==> config.mk <==
export PLATFORM = sky130hd
export DESIGN_NAME = time_set_ctrl_flat
export DESIGN_NICKNAME = d
export VERILOG_FILES = /design/src/rtl/time_set_ctrl_if.sv /design/src/rtl/time_set_ctrl.sv /design/src/flat_wrapper.sv
export SDC_FILE = /design/constraint.sdc
export NUM_CORES = 1
export LEC_CHECK = 0
export CORE_MARGIN = 5
export CORE_UTILIZATION = 25
export DETAILED_ROUTE_END_ITERATION = 10
export PLACE_DENSITY = 0.47
export SYNTH_ARGS = -nofsm -noshare
export SYNTH_HDL_FRONTEND = slang
export SYNTH_SLANG_ARGS = --single-unit
==> constraint.sdc <==
create_clock -name clk -period 3.9 [get_ports clk]
set_input_delay 0.78 -clock clk [delete_from_list [all_inputs] [get_ports clk]]
set_output_delay 0.78 -clock clk [all_outputs]
set_load 0.005 [all_outputs]
==> src/rtl/time_set_ctrl_if.sv <==
// Handshake bundle for time_set_ctrl: 1 Hz enable and adjust pulses in, BCD time and mode out.
interface time_set_ctrl_if;
    logic       tick_1hz;
    logic       adj_hrs;
    logic       adj_min;
    logic       adj_sec;
    logic [1:0] hrs_t;
    logic [3:0] hrs_u;
    logic [2:0] min_t;
    logic [3:0] min_u;
    logic [2:0] sec_t;
    logic [3:0] sec_u;
    logic       adjusting;

    modport master (
        output tick_1hz, adj_hrs, adj_min, adj_sec,
        input  hrs_t, hrs_u, min_t, min_u, sec_t, sec_u, adjusting
    );

    modport slave (
        input  tick_1hz, adj_hrs, adj_min, adj_sec,
        output hrs_t, hrs_u, min_t, min_u, sec_t, sec_u, adjusting
    );
endinterface

==> src/rtl/time_set_ctrl.sv <==
// BCD 24h clock with RUN/ADJUST modes; idle ADJUST returns to RUN after HOLDOFF_TICKS ticks.
// Optional macro TIME_SET_CARRY_EN: adjust wraps of seconds/minutes carry into higher fields.
module time_set_ctrl #(
    parameter int HOLDOFF_TICKS = 4
) (
    input logic           clk,
    input logic           reset,
    time_set_ctrl_if.slave bus
);
    typedef enum logic {RUN, ADJUST} state_t;

    localparam logic [3:0] IDLE_LAST = 4'(HOLDOFF_TICKS - 1);

    state_t     state_q;
    logic       adjusting_q;
    logic [3:0] idle_q;
    logic [1:0] hrs_t_q, hrs_t_d;
    logic [3:0] hrs_u_q, hrs_u_d;
    logic [2:0] min_t_q, min_t_d;
    logic [3:0] min_u_q, min_u_d;
    logic [2:0] sec_t_q, sec_t_d;
    logic [3:0] sec_u_q, sec_u_d;

    logic adj_any, tick_adv, win_hrs, win_min, win_sec;
    logic sec_wrap, min_wrap, hrs_wrap;
    logic step_sec, step_min, step_hrs;

    always_comb begin
        adj_any  = bus.adj_hrs | bus.adj_min | bus.adj_sec;
        win_hrs  = bus.adj_hrs;
        win_min  = bus.adj_min & ~bus.adj_hrs;
        win_sec  = bus.adj_sec & ~bus.adj_min & ~bus.adj_hrs;
        tick_adv = (state_q == RUN) & bus.tick_1hz & ~adj_any;

        sec_wrap = (sec_t_q == 3'd5) && (sec_u_q == 4'd9);
        min_wrap = (min_t_q == 3'd5) && (min_u_q == 4'd9);
        hrs_wrap = (hrs_t_q == 2'd2) && (hrs_u_q == 4'd3);

        step_sec = tick_adv | win_sec;
        step_min = (tick_adv & sec_wrap) | win_min;
        step_hrs = (tick_adv & sec_wrap & min_wrap) | win_hrs;
`ifdef TIME_SET_CARRY_EN
        step_min = step_min | (win_sec & sec_wrap);
        step_hrs = step_hrs | (win_min & min_wrap) | (win_sec & sec_wrap & min_wrap);
`endif

        sec_t_d = sec_t_q;
        sec_u_d = sec_u_q;
        if (step_sec) begin
            if (sec_u_q == 4'd9) begin
                sec_u_d = 4'd0;
                sec_t_d = sec_wrap ? 3'd0 : sec_t_q + 3'd1;
            end else begin
                sec_u_d = sec_u_q + 4'd1;
            end
        end

        min_t_d = min_t_q;
        min_u_d = min_u_q;
        if (step_min) begin
            if (min_u_q == 4'd9) begin
                min_u_d = 4'd0;
                min_t_d = min_wrap ? 3'd0 : min_t_q + 3'd1;
            end else begin
                min_u_d = min_u_q + 4'd1;
            end
        end

        hrs_t_d = hrs_t_q;
        hrs_u_d = hrs_u_q;
        if (step_hrs) begin
            if (hrs_wrap) begin
                hrs_t_d = 2'd0;
                hrs_u_d = 4'd0;
            end else if (hrs_u_q == 4'd9) begin
                hrs_t_d = hrs_t_q + 2'd1;
                hrs_u_d = 4'd0;
            end else begin
                hrs_u_d = hrs_u_q + 4'd1;
            end
        end
    end

    always_ff @(posedge clk) begin
        if (reset) begin
            state_q     <= RUN;
            adjusting_q <= 1'b0;
            idle_q      <= 4'd0;
            hrs_t_q     <= 2'd0;
            hrs_u_q     <= 4'd0;
            min_t_q     <= 3'd0;
            min_u_q     <= 4'd0;
            sec_t_q     <= 3'd0;
            sec_u_q     <= 4'd0;
        end else begin
            hrs_t_q <= hrs_t_d;
            hrs_u_q <= hrs_u_d;
            min_t_q <= min_t_d;
            min_u_q <= min_u_d;
            sec_t_q <= sec_t_d;
            sec_u_q <= sec_u_d;
            case (state_q)
                RUN: begin
                    if (adj_any) begin
                        state_q     <= ADJUST;
                        adjusting_q <= 1'b1;
                        idle_q      <= 4'd0;
                    end
                end
                ADJUST: begin
                    // A tick coincident with an adjust is neither time nor idle.
                    if (adj_any) begin
                        idle_q <= 4'd0;
                    end else if (bus.tick_1hz) begin
                        if (idle_q == IDLE_LAST) begin
                            state_q     <= RUN;
                            adjusting_q <= 1'b0;
                            idle_q      <= 4'd0;
                        end else begin
                            idle_q <= idle_q + 4'd1;
                        end
                    end
                end
                default: begin
                    state_q     <= RUN;
                    adjusting_q <= 1'b0;
                    idle_q      <= 4'd0;
                end
            endcase
        end
    end

    assign bus.hrs_t     = hrs_t_q;
    assign bus.hrs_u     = hrs_u_q;
    assign bus.min_t     = min_t_q;
    assign bus.min_u     = min_u_q;
    assign bus.sec_t     = sec_t_q;
    assign bus.sec_u     = sec_u_q;
    assign bus.adjusting = adjusting_q;
endmodule
==> src/flat_wrapper.sv <==
// flat-port wrapper written by rule: the top's interface ports become plain ports
module time_set_ctrl_flat 
#(
    parameter int HOLDOFF_TICKS = 4
)
  (clk, reset, bus_tick_1hz, bus_adj_hrs, bus_adj_min, bus_adj_sec, bus_hrs_t, bus_hrs_u, bus_min_t, bus_min_u, bus_sec_t, bus_sec_u, bus_adjusting);
  time_set_ctrl_if bus_i ();
  input logic clk;
  input logic reset;
  input wire logic [$bits(bus_i.tick_1hz)-1:0] bus_tick_1hz;
  input wire logic [$bits(bus_i.adj_hrs)-1:0] bus_adj_hrs;
  input wire logic [$bits(bus_i.adj_min)-1:0] bus_adj_min;
  input wire logic [$bits(bus_i.adj_sec)-1:0] bus_adj_sec;
  output wire logic [$bits(bus_i.hrs_t)-1:0] bus_hrs_t;
  output wire logic [$bits(bus_i.hrs_u)-1:0] bus_hrs_u;
  output wire logic [$bits(bus_i.min_t)-1:0] bus_min_t;
  output wire logic [$bits(bus_i.min_u)-1:0] bus_min_u;
  output wire logic [$bits(bus_i.sec_t)-1:0] bus_sec_t;
  output wire logic [$bits(bus_i.sec_u)-1:0] bus_sec_u;
  output wire logic [$bits(bus_i.adjusting)-1:0] bus_adjusting;
  assign bus_i.tick_1hz = bus_tick_1hz;
  assign bus_i.adj_hrs = bus_adj_hrs;
  assign bus_i.adj_min = bus_adj_min;
  assign bus_i.adj_sec = bus_adj_sec;
  assign bus_hrs_t = bus_i.hrs_t;
  assign bus_hrs_u = bus_i.hrs_u;
  assign bus_min_t = bus_i.min_t;
  assign bus_min_u = bus_i.min_u;
  assign bus_sec_t = bus_i.sec_t;
  assign bus_sec_u = bus_i.sec_u;
  assign bus_adjusting = bus_i.adjusting;
  time_set_ctrl #(.HOLDOFF_TICKS(HOLDOFF_TICKS)) u_core (.clk(clk), .reset(reset), .bus(bus_i));
endmodule
**Yosys cells after proc, flatten, opt, wreduce, memory -nomap -nowiden**

Index checks and enable logic that the tools add are counted.

- Bits in registers: 26
- Input port bits: 6
- Word-level logic and storage cells: 77

- Bitwise operators: 16
- $add $sub $neg: 7
- Reductions and logical operators: 9
- Multiplexer cells: 23
- Eq/ne operators: 13

Operators with widths:

| operator | number |
|---|---|
| 2-to-1 mux 4 bit | 8 |
| adder 4 x 1 -> 4 bit, second input constant | 4 |
| equality test 4 bit, second input constant | 3 |
| equality test 4 x 2 -> 1 bit, second input constant | 2 |
| 2-to-1 mux 1 bit | 8 |
| one-hot mux 4 bit (2 select lines) | 1 |
| AND reduction 2 bit | 4 |
| bitwise AND 1 bit | 7 |
| adder 3 x 1 -> 3 bit, second input constant | 2 |
| equality test 3 bit, second input constant | 2 |
| 2-to-1 mux 3 bit | 2 |
| inequality test 2 bit, second input constant | 3 |
| bitwise OR 1 bit | 5 |
| 2-to-1 mux 2 bit | 2 |
| NOT 1 bit | 4 |
| one-hot mux 1 bit (2 select lines) | 2 |
| AND reduction 4 bit | 1 |
| logical AND 1 bit | 3 |
| inequality test 3 bit, second input constant | 1 |
| adder 2 x 1 -> 2 bit, second input constant | 1 |
| equality test 2 bit, second input constant | 1 |
| inequality test 2 x 1 -> 1 bit, second input constant | 1 |
| nonzero test 2 bit | 1 |

**Longest topological paths before layout**

- Depth after elaboration: 8
- Depth in mapped cells: 7

**Worst setup path before layout**

OpenSTA, ideal clock, no wires.

- Path kind: in2reg
- From: in bus_adj_min
- To: reg u_core.min_t_q[0], in the netlist u_core.bus.min_t[0]
- Library setup time: 0.071 ns
- Buffers on the path: 1
- Slack: 1.607 ns
- Arrival time: 2.223 ns
- Stages: 6
- Path through: or3_1 buf_6 o32ai_4 nand2_2 or3_1 a21oi_1

- Word-level cells in the longest chain between the ends: 7
- Elaborated cells on any way between the ends: 8
- Classes of those cells: bitwise: 7; reduce/logical: 1

RTL lines:

| what | line | RTL |
|---|---|---|
| start: declaration | flat_wrapper.sv:12 | `input wire logic [$bits(bus_i.adj_min)-1:0] bus_adj_min;` |
| bitwise OR 1 bit (2 in a row) | time_set_ctrl.sv:29 | `adj_any = bus.adj_hrs \| bus.adj_min \| bus.adj_sec;` |
| NOT 1 bit | time_set_ctrl.sv:33 | `tick_adv = (state_q == RUN) & bus.tick_1hz & ~adj_any;` |
| bitwise AND 1 bit | time_set_ctrl.sv:33 |  |
| bitwise AND 1 bit | time_set_ctrl.sv:40 | `step_min = (tick_adv & sec_wrap) \| win_min;` |
| bitwise OR 1 bit * | time_set_ctrl.sv:40 |  |
| AND reduction 2 bit (no line) * | n/a |  |
| end signal: assignment | time_set_ctrl.sv:98 | `min_t_q <= min_t_d;` |
| end: declaration | time_set_ctrl.sv:19 | `logic [2:0] min_t_q, min_t_d;` |

Every way passes the cells marked *; elsewhere a longest branch is shown, timed or not.
A chain may end at the register's enable or synchronous reset.

**Final worst setup path**

- From: in bus_adj_hrs
- To: reg u_core.min_t_q[1], in the netlist u_core.bus.min_t[1]

- Word-level cells in the longest chain between the ends: 7
- Elaborated cells on any way between the ends: 9
- Classes of those cells: bitwise: 8; reduce/logical: 1

RTL lines:

| what | line | RTL |
|---|---|---|
| start: declaration | flat_wrapper.sv:11 | `input wire logic [$bits(bus_i.adj_hrs)-1:0] bus_adj_hrs;` |
| bitwise OR 1 bit (2 in a row) | time_set_ctrl.sv:29 |  |
| NOT 1 bit | time_set_ctrl.sv:33 |  |
| bitwise AND 1 bit | time_set_ctrl.sv:33 |  |
| bitwise AND 1 bit | time_set_ctrl.sv:40 |  |
| bitwise OR 1 bit * | time_set_ctrl.sv:40 |  |
| AND reduction 2 bit (no line) * | n/a |  |

Marked as above.

==> reports/metrics.cfg <==
[timing]
period_needed_ns = 2.70
slew_viol_final = 0
maxSlewHeadroom_pct = 39.3
tightest_slew_ns = 0.908
fmax_mhz = 371
final.setup.tns_ns = 0
hold_viol_final = 0
setup_violations = 0
hold_slack_ns = 0.504
rsz0062_at_grt = false
min_period_over_period_pct = 69.2
clock_skew_ns = 0.00380

[grt]
grt_usage_pct = 9.77
gr-total-overflow = 0
grt_max_degree = 25
first_global_vias = 1145
antenna_found_initial = 0
grt_first_pass_wirelength_um = 5180

[worst_hold_path]
min_delay_worst_endpoint = u_core.bus.sec_t[1]
holdCritStartpoint = u_core.bus.sec_t[1]
hold_path.class = register to register
hold-path-cell-count = 2

[critical_path]
slowest_delay_ns = 0.52
crit_buf_inv = 1
path_class = input port to register
required_ns = 4.08
worstSetupPathDepth = 6
cp_common_cell = or3_1
arrival_ns = 2.88
end_kind = register
startpoint_type = input port
reg2regPathDepth = 5
rrSetupSlack_ns = 1.87
critPathSlowestCell = clkdlybuf4s50_1
path_cells = clkdlybuf4s50_1 > or3_1 > o32ai_4 > nand2_2 > or3_1 > a21oi_1
critPathMaxFanout = 6
rr_endpoint = u_core.bus.hrs_u[1]
r2r_start = u_core.bus.min_u[0]
cp_top_family = simple AND/OR/NAND/NOR gates

[logic_synthesis]
async_reset_ff_share_pct = 0
synth_edf_count = 0
ys_types = 36
yosys_warnings = 0
synth_top_area_cell = dfxtp_1
syn-num-nets = 168
ys_dominant_reg_cell = dfxtp_1
synth_top_area_share_pct = 39.3
syn_area_per_cell_um2 = 8.54
ys_seq_area_share_pct = 39.3
synthCells = 155
synth_area_leaders = dfxtp_1, ha_1, a21oi_1
synth_area_um2 = 1320
synth_seq_cells = 26

[detailed_routing]
drtIter0Drc = 80
routed_wl_um = 3090
vias = 1190
vias_per_cell = 4.72
drc = 0
ant_nets = 0
dr.pass1.iters = 4
wire_per_inst_um = 12.3

[clock_tree]
holdBufCountCts = 0
clkLatencyLatePin_ns = 0.27
cts_inserted_buffers = 3
cts.path.max_buffers = 2
htreeDepth = 1
cts_tree = built
cts_sinks = 26
clk_pin_slew_ns = 0.09
cts_resized = 0
clockRootBuffer = clkbuf_8
cts_setup_buffers = 0

[placement]
placed_area_um2 = 1650
io_buffers = 26
dp_hpwl_um = 2300
gp_congestion = 0.792

[power_and_ir_drop]
p_leak_nw = 0.577
ir_drop_mv = 0.212
total_power_uw = 545
powerDensity_nw_per_um2 = 316

[floorplan]
ioPinCount = 27
die-area_um2 = 6850
die_h_um = 82.8
rows = 26
die_x_um = 82.8
start_util_pct = 25.8
core_um2 = 5140

[final_layout]
design.final.nets = 196
area_growth_pct = 30.2
fin_area_um2 = 1720
nFillCells = 566
drive_above_1_share_pct = 5.49
fin_util_pct = 33.5
diodes = 0

[flow_run]
cap_violations = 0

[status]
status = finished clean

## state kept, by name, summed over array words and instances, names as in the netlist
signal and count:
u_core.bus.min_t 3, u_core.bus.hrs_u 4, u_core.bus.sec_t 3, u_core.state_q 1
u_core.bus.adjusting 1, u_core.bus.hrs_t 2, u_core.bus.sec_u 4, u_core.idle_q 4
u_core.bus.min_u 4
## worst max path at each step
stage                start                  end  slack [ns]
3_5_place_dp   bus_adj_hrs  u_core.bus.min_t[0]        0.91
3_3_place_gp   bus_adj_hrs  u_core.bus.min_t[1]        0.96
4_1_cts        bus_adj_hrs  u_core.bus.min_t[1]        1.19
5_1_grt        bus_adj_hrs  u_core.bus.min_t[0]        1.06
2_1_floorplan  bus_adj_min  u_core.bus.min_t[0]        1.61
6_report       bus_adj_hrs  u_core.bus.min_t[1]        1.20
## power breakdown
group          switching, mW  internal (mW)
registers            0.00815          0.271
clock network         0.0870          0.137
logic                 0.0200         0.0220
total                  0.115          0.430
## cell families after synthesis
group,after synthesis,share of synthesized area (%)
fa+ha+maj,7,6.62
xor+xnor,6,3.97
mux,2,1.61
compound gates,39,19.2
buf+inv,8,2.84
simple gates,67,26.5
flops,26,39.3
## layout by cell type, fill, tap and decap left out, types with 2 or more instances in the layout
master	Yosys	routed
nor3b_1	2	2
xor2_1	4	4
o21ai_0	8	8
a311oi_1	2	2
nand4b_1	2	2
a21oi_1	16	16
a31oi_1	3	3
a31o_2	2	2
nand4bb_1	2	2
nand4_1	2	2
clkdlybuf4s50_1	0	26
nor2_1	18	18
xnor2_1	2	2
dfxtp_1	26	26
nand3_1	4	4
nor2b_1	6	6
or3_1	6	6
and3_1	2	2
clkbuf_8	0	3
nor3_1	4	4
nand2_1	15	15
ha_1	7	7
inv_1	5	5
a211o_1	2	2
## per-stage QoR
| stage | cells | worst slack, ns |
|---|---|---|
| after floorplan | 155 | 1.61 |
| after CTS | 252 | 1.19 |
| after global routing | 252 | 1.06 |
| final | 252 | 1.20 |
| after detailed placement | 248 | 0.907 |
| after global placement | 248 | 0.961 |
## worst reg2reg max path: cells and delay by family (launching register included)
kind	cells	cell delay [ns]
AOI/OAI and AO/OA	2	0.34
and+or+nand+nor	3	1.15
DFF	1	0.45
## metal layers
metal  track usage (%)  up-vias  wire length (um)
met4              4.08        0                24
li1                  -      612                 -
met1              12.2      557              1490
met5                 0        -                 0
met3              2.93        2               150
met2              15.5       19              1430
## layout make-up
| class | count | area, um^2 | area share (%) |
|---|---|---|---|
| multi-input combinational | 121 | 766 | 44.4 |
| clock inverter | 1 | 30.0 | 1.74 |
| clock buffer | 3 | 41.3 | 2.39 |
| tap | 70 | 87.6 | 5.08 |
| inverter | 5 | 18.8 | 1.09 |
| sequential | 26 | 520 | 30.2 |
| timing repair buffer | 26 | 260 | 15.1 |
## cells in the mapped netlist, types with 2 or more instances
library cell and number:
a211o_1 2, a21oi_1 16, a311oi_1 2, a31o_2 2, a31oi_1 3, and3_1 2, clkbuf_1 2, dfxtp_1 26
ha_1 7, inv_1 5, nand2_1 15, nand3_1 4, nand4_1 2, nand4b_1 2, nand4bb_1 2, nor2_1 18
nor2b_1 6, nor3_1 4, nor3b_1 2, o21ai_0 8, or3_1 6, xnor2_1 2, xor2_1 4
Note: power is estimated with default switching activity, not from simulation.
